--- config.mk ---
export PLATFORM = sky130hd
export DESIGN_NAME = pci_dma_target
export DESIGN_NICKNAME = d
export VERILOG_FILES = /design/src/rtl/pci_pkg.sv /design/src/rtl/pci_dma_target.sv
export SDC_FILE = /design/constraint.sdc
export NUM_CORES = 1
export LEC_CHECK = 0
export ABC_CLOCK_PERIOD_IN_PS = 2100
export BUFFER_PORTS_ARGS = -buffer_cell sky130_fd_sc_hd__buf_2
export CORE_ASPECT_RATIO = 0.5
export CORE_MARGIN = 4
export CORE_UTILIZATION = 40
export DETAILED_ROUTE_END_ITERATION = 8
export GPL_TIMING_DRIVEN = 0
export PLACE_DENSITY = 0.65
export SYNTH_ARGS = -nofsm -noshare
export SYNTH_HDL_FRONTEND = slang
export SYNTH_SLANG_ARGS = --single-unit
--- constraint.sdc ---
create_clock -name PCICLK -period 2.1 [get_ports PCICLK]
set_input_delay 0 -clock PCICLK [delete_from_list [all_inputs] [get_ports PCICLK]]
set_output_delay 0 -clock PCICLK [all_outputs]
set_load 0.1 [all_outputs]
--- src/rtl/pci_pkg.sv ---
`default_nettype none
// ============================================================================
//  Module   : pci_pkg
//  Purpose  : Shared definitions for the PCI DMA target: state encoding,
//             the accepted PCI memory command codes and the default retry
//             timeout, plus a helper that recognises an accepted command.
//  Revision : 1.0 - initial release
// ============================================================================
package pci_pkg;

    typedef enum logic [2:0] {
        ST_IDLE       = 3'd0,
        ST_DECODE     = 3'd1,
        ST_BUSY       = 3'd2,
        ST_WAIT_ACK   = 3'd3,
        ST_DATA       = 3'd4,
        ST_RETRY      = 3'd5,
        ST_DISCONNECT = 3'd6,
        ST_TURN       = 3'd7
    } state_t;

    localparam logic [3:0] CMD_MEM_READ  = 4'b0110;
    localparam logic [3:0] CMD_MEM_WRITE = 4'b0111;

    localparam int RETRY_LIMIT_DEF = 16;

    // True for the two memory commands this target answers.
    function automatic logic is_mem_cmd(input logic [3:0] cmd);
        return (cmd == CMD_MEM_READ) || (cmd == CMD_MEM_WRITE);
    endfunction

endpackage : pci_pkg
`default_nettype wire

--- src/rtl/pci_dma_target.sv ---
`default_nettype none
// ============================================================================
//  Module   : pci_dma_target
//  Purpose  : PCI target that maps PCI memory reads/writes in a 16 MB window
//             onto single Amiga-side DMA cycles. Medium DEVSEL decode, one
//             data phase per transaction (bursts are disconnected with data),
//             target retry when the Amiga side does not acknowledge in time.
//  Ports    :
//    PCICLK, RESETn          clock, asynchronous active-low reset
//    FRAMEn, IRDYn, CBEn     PCI master controls (sampled)
//    AD_IN                   sampled PCI AD bus
//    DEVSELn/TRDYn/STOPn     PCI target responses, TGT_OEn = their enable
//    DMA_REQn/DMA_ACKn       Amiga cycle handshake
//    DMA_RW, DMA_ADDR, DMA_BEn  Amiga cycle direction/address/byte enables
//    ADLATCH, PCI_DIR, AD_ENn   AD data buffer controls
//  Revision : 1.0 - initial release
// ============================================================================
module pci_dma_target
    import pci_pkg::*;
#(
    parameter logic [7:0] WIN_BASE    = 8'h40,
    parameter int         RETRY_LIMIT = RETRY_LIMIT_DEF
) (
    input  logic        PCICLK,
    input  logic        RESETn,
    input  logic        FRAMEn,
    input  logic        IRDYn,
    input  logic [3:0]  CBEn,
    input  logic [31:0] AD_IN,
    output logic        DEVSELn,
    output logic        TRDYn,
    output logic        STOPn,
    output logic        TGT_OEn,
    output logic        DMA_REQn,
    input  logic        DMA_ACKn,
    output logic        DMA_RW,
    output logic [31:0] DMA_ADDR,
    output logic [3:0]  DMA_BEn,
    output logic        ADLATCH,
    output logic        PCI_DIR,
    output logic        AD_ENn
);

    localparam logic [4:0] RETRY_CNT = 5'(RETRY_LIMIT);

    state_t      state_q, state_d;
    logic [3:0]  cmd_q, cmd_d;
    logic [31:0] addr_q, addr_d;
    logic [3:0]  be_q, be_d;
    logic [4:0]  wait_cnt_q, wait_cnt_d;
    logic        devsel_n_q, devsel_n_d;
    logic        trdy_n_q, trdy_n_d;
    logic        stop_n_q, stop_n_d;
    logic        tgt_oe_n_q, tgt_oe_n_d;
    logic        dma_req_n_q, dma_req_n_d;
    logic        dma_rw_q, dma_rw_d;
    logic        adlatch_q, adlatch_d;
    logic        pci_dir_q, pci_dir_d;
    logic        ad_en_n_q, ad_en_n_d;

    logic        hit;
    logic [4:0]  wait_cnt_inc;

    // Decode works on the latched address phase; AD_IN already carries data.
    assign hit = (addr_q[31:24] == WIN_BASE) && (addr_q[1:0] == 2'b00)
               && is_mem_cmd(cmd_q);

    assign wait_cnt_inc = wait_cnt_q + 5'd1;

    always_comb begin
        state_d     = state_q;
        cmd_d       = cmd_q;
        addr_d      = addr_q;
        be_d        = be_q;
        wait_cnt_d  = wait_cnt_q;
        devsel_n_d  = devsel_n_q;
        trdy_n_d    = trdy_n_q;
        stop_n_d    = stop_n_q;
        tgt_oe_n_d  = tgt_oe_n_q;
        dma_req_n_d = dma_req_n_q;
        dma_rw_d    = dma_rw_q;
        adlatch_d   = 1'b0;
        pci_dir_d   = pci_dir_q;
        ad_en_n_d   = ad_en_n_q;

        case (state_q)
            ST_IDLE: begin
                if (!FRAMEn) begin
                    addr_d  = AD_IN;
                    cmd_d   = CBEn;
                    state_d = ST_DECODE;
                end
            end

            ST_DECODE: begin
                if (hit) begin
                    devsel_n_d = 1'b0;
                    tgt_oe_n_d = 1'b0;
                    wait_cnt_d = 5'd0;
                    state_d    = ST_WAIT_ACK;
                end else begin
                    state_d = ST_BUSY;
                end
            end

            ST_BUSY: begin
                if (FRAMEn && IRDYn) begin
                    state_d = ST_IDLE;
                end
            end

            ST_WAIT_ACK: begin
                wait_cnt_d = wait_cnt_inc;
                if (FRAMEn && IRDYn) begin
                    // Master gave up: drop the Amiga request and turn around.
                    dma_req_n_d = 1'b1;
                    devsel_n_d  = 1'b1;
                    trdy_n_d    = 1'b1;
                    stop_n_d    = 1'b1;
                    pci_dir_d   = 1'b0;
                    state_d     = ST_TURN;
                end else if (!dma_req_n_q && !DMA_ACKn) begin
                    // Acknowledge beats the retry timeout on the same clock.
                    trdy_n_d    = 1'b0;
                    stop_n_d    = FRAMEn;   // FRAME# still low => burst
                    dma_req_n_d = 1'b1;
                    if (dma_rw_q) begin
                        pci_dir_d = 1'b1;
                        ad_en_n_d = 1'b0;
                    end
                    state_d = ST_DATA;
                end else if (wait_cnt_inc == RETRY_CNT) begin
                    stop_n_d    = 1'b0;
                    trdy_n_d    = 1'b1;
                    dma_req_n_d = 1'b1;
                    state_d     = ST_RETRY;
                end else if (dma_req_n_q && !IRDYn) begin
                    // First clock with IRDY# low: byte enables are valid now.
                    dma_req_n_d = 1'b0;
                    be_d        = CBEn;
                    dma_rw_d    = ~cmd_q[0];
                    adlatch_d   = cmd_q[0];
                    pci_dir_d   = 1'b0;
                    ad_en_n_d   = 1'b0;
                end
            end

            ST_DATA: begin
                if (!IRDYn) begin
                    trdy_n_d  = 1'b1;
                    pci_dir_d = 1'b0;
                    if (!stop_n_q) begin
                        state_d = ST_DISCONNECT;
                    end else begin
                        devsel_n_d = 1'b1;
                        state_d    = ST_TURN;
                    end
                end
            end

            ST_RETRY, ST_DISCONNECT: begin
                if (FRAMEn) begin
                    devsel_n_d = 1'b1;
                    trdy_n_d   = 1'b1;
                    stop_n_d   = 1'b1;
                    state_d    = ST_TURN;
                end
            end

            ST_TURN: begin
                tgt_oe_n_d = 1'b1;
                ad_en_n_d  = 1'b1;
                pci_dir_d  = 1'b0;
                state_d    = ST_IDLE;
            end

            default: begin
                state_d = ST_IDLE;
            end
        endcase
    end

    always_ff @(posedge PCICLK or negedge RESETn) begin
        if (!RESETn) begin
            state_q     <= ST_IDLE;
            cmd_q       <= 4'h0;
            addr_q      <= 32'h0;
            be_q        <= 4'hF;
            wait_cnt_q  <= 5'd0;
            devsel_n_q  <= 1'b1;
            trdy_n_q    <= 1'b1;
            stop_n_q    <= 1'b1;
            tgt_oe_n_q  <= 1'b1;
            dma_req_n_q <= 1'b1;
            dma_rw_q    <= 1'b0;
            adlatch_q   <= 1'b0;
            pci_dir_q   <= 1'b0;
            ad_en_n_q   <= 1'b1;
        end else begin
            state_q     <= state_d;
            cmd_q       <= cmd_d;
            addr_q      <= addr_d;
            be_q        <= be_d;
            wait_cnt_q  <= wait_cnt_d;
            devsel_n_q  <= devsel_n_d;
            trdy_n_q    <= trdy_n_d;
            stop_n_q    <= stop_n_d;
            tgt_oe_n_q  <= tgt_oe_n_d;
            dma_req_n_q <= dma_req_n_d;
            dma_rw_q    <= dma_rw_d;
            adlatch_q   <= adlatch_d;
            pci_dir_q   <= pci_dir_d;
            ad_en_n_q   <= ad_en_n_d;
        end
    end

    assign DEVSELn  = devsel_n_q;
    assign TRDYn    = trdy_n_q;
    assign STOPn    = stop_n_q;
    assign TGT_OEn  = tgt_oe_n_q;
    assign DMA_REQn = dma_req_n_q;
    assign DMA_RW   = dma_rw_q;
    assign DMA_ADDR = addr_q;
    assign DMA_BEn  = be_q;
    assign ADLATCH  = adlatch_q;
    assign PCI_DIR  = pci_dir_q;
    assign AD_ENn   = ad_en_n_q;

endmodule : pci_dma_target
`default_nettype wire

After elaboration in Yosys (flattened, before gate mapping)
Index checks and enable logic that the tools add are counted.
- multiply operators: 0
- reduce and logical (&&, ||, !) cells: 31
- bitwise operators: 5
- eq/ne operators: 26
- divide/modulo/power cells: 0
- multiplexer cells: 47
- shift operators: 0
- $lt $le $gt $ge: 0
- $add $sub $neg: 1
- operators with widths (kind ; number):
    2-to-1 mux 1 bit ; 31
    2-to-1 mux 3 bit ; 7
    one-hot mux 3 bit (7 select lines) ; 1
    AND reduction 5 bit ; 4
    != test 2 bit (second input constant) ; 8
    != test 4 bit (second input constant) ; 4
    == test 3 bit (second input constant) ; 4
    one-hot mux 5 bit (2 select lines) ; 1
    != test 3 bit (second input constant) ; 3
    == test 4 x 3 -> 1 bit (second input constant) ; 2
    == test 8 x 7 -> 1 bit (second input constant) ; 1
    AND reduction 2 bit ; 4
    nonzero test 2 bit ; 4
    nonzero test 4 bit ; 2
    == test 3 x 2 -> 1 bit (second input constant) ; 2
    one-hot mux 1 bit (2 select lines) ; 3
    one-hot mux 1 bit (3 select lines) ; 2
    AND reduction 6 bit ; 1
    nonzero test 3 bit ; 2
    adder 5 x 1 -> 5 bit (second input constant) ; 1
    == test 5 bit (second input constant) ; 1
    logical AND 1 bit ; 5
    2-to-1 mux 5 bit ; 1
    inverter 1 bit ; 5
    9 further kinds ; 11
- memories: 0
- bits in registers: 57
- output and inout bits: 45
- latch bits: 0
- memory bits (read-only): 0
- RAM bits: 0

Logic depth before layout (Yosys ltp)
- word-level depth: 7
- mapped depth: 7
- mapped depth without buffers: 5

Worst setup path before layout
No wires, ideal clock.
- path type: reg-to-reg
- start: register dma_req_n_q, in the netlist DMA_REQn
- end: register pci_dir_q, in the netlist PCI_DIR
- required time: 1.972 ns
- setup slack: 0.062 ns
- stages on the path, launching flop included: 5
- arrival time: 1.910 ns
- library setup time: 0.128 ns
- path buffers: 0
- period minus slack after synthesis: 2.038 ns
- cell sequence: dfstp_2 o21ai_1 o32a_1 o22ai_1 mux2_1
- longest elaborated chain between the ends: 5
- elaborated cells on any way between the ends: 10
- ends and longest elaborated chain (element ; RTL line ; RTL):
    start: declaration ; pci_dma_target.sv:55 ; logic dma_req_n_q, dma_req_n_d;
    start signal: assignment ; pci_dma_target.sv:209 ; dma_req_n_q <= dma_req_n_d;
    logical NOT 1 bit ; pci_dma_target.sv:122 ; end else if (!dma_req_n_q && !DMA_ACKn) begin
    logical AND 1 bit ; pci_dma_target.sv:122 ;
    2-to-1 mux 1 bit ; pci_dma_target.sv:122 ;
    2-to-1 mux 1 bit ; pci_dma_target.sv:114 ; if (FRAMEn && IRDYn) begin
    one-hot mux 1 bit (3 select lines) ; pci_dma_target.sv:86 ; case (state_q)
    end signal: assignment ; pci_dma_target.sv:212 ; pci_dir_q <= pci_dir_d;
    end: declaration ; pci_dma_target.sv:58 ; logic pci_dir_q, pci_dir_d;
Parallel ways exist; a longest one is shown, timed or not.
A chain may end at the register's enable or synchronous reset.

Worst setup path in the final report
- start: register state_q[0]
- end: register addr_q[25], in the netlist DMA_ADDR[25]
- longest elaborated chain between the ends: 2
- ends and longest elaborated chain (element ; RTL line ; RTL):
    start: declaration ; pci_dma_target.sv:46 ; state_t state_q, state_d;
    start signal: assignment ; pci_dma_target.sv:200 ; state_q <= state_d;
    logical NOT 3 bit ; pci_dma_target.sv:86 ;
    AND reduction 2 bit (no source line) ; n/a ;
    end signal: assignment ; pci_dma_target.sv:202 ; addr_q <= addr_d;
    end: declaration ; pci_dma_target.sv:48 ; logic [31:0] addr_q, addr_d;
Every way passes these cells.

==> qor.yml <==
slew_headroom: 0.442
grt_max_degree: 58
drive_gt1_frac: 0.458
io_pins: 86
finalSetupViolations: 0
initial_core_util: 0.425
areaGrowthSynthToFinish_pct: 45.9
critPathLaunchType: "flop"
clk_latency_ps: 330
synth-async-reset-ratio: 1.00
cp_max_fo: 10
finalCritPeriodShare: 0.948
max_slew.worst_pin.slew_ps: 831
status: "complete, no violations"
via_count: 2141
synthTopCellsByArea: "dfrtp_1 (44%), mux2_4 (10%), dfstp_2 (9.9%)"
cts_resized: 0
synth_compound_area_frac: 0.0928
ys_seq_area_frac: 0.542
fmax_mhz: 502
grtUsageMet3: 0.0370
synthMuxAreaShare: 0.203
crit_arrival_ps: 2190
finalCriticalPeriod_ps: 1990
synth-xor-area-share: 0.00989
synth_ff_type: "dfrtp_1"
drtIter0Drc: 99
worstSetupPathType: "flop to flop"
antenna_found_initial: 0
syn_area_um2: 2660
grt.total_usage: 0.170
grt_remaining_overflow: 0
n_antenna_cell: 0
rsz0062_at_grt: "false"
cts_num_sinks: 57
fp-row-count: 20
hold_violations: 0
dr.pass1.iters: 4
core_area_um2: 6260
multi_input_area_um2: 1130
wl_per_cell_um: 15.0
final.setup.tns_ps: 0
grt_pass1_vias: 2245
seqCellArea_um2: 1440
syn-num-nets: 253
synth.distinct_cells: 43
synth_adder_area_share: 0.00471
syn_avg_cell_area_um2: 12.6
synth_top_family_by_area: "multiplexers"
hp-class: "primary input to flop"
wl_um: 6520
die_height_um: 65.6
slew_viol_final: 0
die_w_um: 123
yosys.area.top_type: "dfrtp_1"
grt_first_pass_wirelength_um: 10700
ys_seq_elements: 57
yosys_warnings: 0
synthSimpleGateAreaFrac: 0.114
grtUsageMet2: 0.306
synth_edf_count: 0
numCtsBuffers: 9
crit_path_end_kind: "flop"
place_congestion: 0.838
clkTransAtPathRegs_ps: 50
synth_most_common_cell: "dfrtp_1"
max-cap-violations: 0
ant_nets: 0
io_buffers: 83
cts_tree: "built"
cts_setup_buffers: 0
drc: 0
grt_use_met1: 0.197
nFillCells: 509
vias_per_cell: 4.92
skew_ps: 7.69
top_usage_layer: "met2"
postSynthCellCount: 211
cts_root_buf: "clkbuf_16"
worstPathRequired_ps: 2300
num-nets-final: 384
clk_path_buf_depth: 2
dp_hpwl_um: 4370
yosys-top-cells-count: "dfrtp_1 (47), nand2_1 (22), mux2_2 (19), mux2_4 (18), o21ai_0 (14)"
cts_max_level: 3
synth_top_area_frac: 0.443
die-area_um2: 8090
flip-flops by register name, indices dropped and copies added (netlist names):
register,flops
ADLATCH,1
AD_ENn,1
DEVSELn,1
DMA_ADDR,32
DMA_BEn,4
DMA_REQn,1
DMA_RW,1
PCI_DIR,1
STOPn,1
TGT_OEn,1
TRDYn,1
cmd_q,4
state_q,3
wait_cnt_q,5
cell usage in the layout, fill, tap and decap left out, types with 3 or more instances in the layout:
cell type	Yosys	layout
dlygate4sd3_1	0	37
mux2_2	19	19
o21ai_0	14	14
dfrtp_1	47	47
a22o_1	3	3
a21oi_1	6	6
xor2_1	3	3
mux2_1	4	4
nor2_1	9	9
nand2_1	22	22
clkbuf_16	0	9
buf_6	4	4
nor3_1	3	3
and2_1	3	3
dfstp_2	10	10
buf_2	6	88
mux2_4	18	18
nand3_1	7	7
nor4b_1	3	3
inv_1	3	3
what timing repair did:
item,4_1_cts,5_1_grt
setup endpoints to repair,0,1
hold buffers,36,1
endpoints found under the hold margin,40,47
final timing paths:
check	start	to	slack [ps]	cells after the start
max	state_q[0]$_DFFE_PN0P_	DMA_ADDR[25]$_DFFE_PN0P_	110	4
min	FRAMEn	DEVSELn$_DFFE_PN1P_	70	3
max reg2reg	state_q[0]$_DFFE_PN0P_	DMA_ADDR[25]$_DFFE_PN0P_	110	4
min reg2reg	TGT_OEn$_DFFE_PN1P_	TGT_OEn$_DFFE_PN1P_	470	2
max in group asynchronous	RESETn	PCI_DIR$_DFFE_PN0P_	1340	2
min in group asynchronous	RESETn	DMA_ADDR[6]$_DFFE_PN0P_	280	2
through the flow:
stage	instances	area (um2)	hold WS, ps	worst slack [ps]	util
after floorplan	211	2660	-296	61.7	-
after global placement	382	3180	218	129	0.509
after detailed placement	382	3180	234	91.1	0.509
after CTS	434	3860	7.66	55.5	0.618
after global routing	435	3880	67.6	29.4	0.620
final	435	3880	65.5	109	0.620
cell families (layout without fill, tap and decap cells):
kind of cell             after synthesis  count (layout)
XOR/XNOR                               3               3
AO/OA/AOI/OAI                         36              36
flip-flops                            57              57
buffers and inverters                 14             150
AND/OR/NAND/NOR                       58              58
adder cells (fa/ha/maj)                1               1
multiplexers                          42              42
cell type report:
cell class | instances | share of cell area
tap | 88 | 0.0284
multi-input combinational | 140 | 0.291
buffer | 11 | 0.0203
sequential | 57 | 0.371
timing repair buffer | 120 | 0.203
inverter | 3 | 0.00291
clock inverter | 5 | 0.0203
clock buffer | 11 | 0.0626
layer usage:
metal / up-vias / share of wire
li1: 1024 / -
met1: 1055 / 0.41
met2: 50 / 0.54
met3: 12 / 0.038
met4: 0 / 0.020
met5: - / 0
worst max-delay path, cell delays in order, from the launching register on:
cell	delay [ps]
dfrtp_1	350
buf_2	160
nor4_4	750
buf_6	250
mux2_2	360
Power is left out: the tool's default activity adds up to more than one toggle a clock period on the data nets, which glitch-free logic cannot reach.
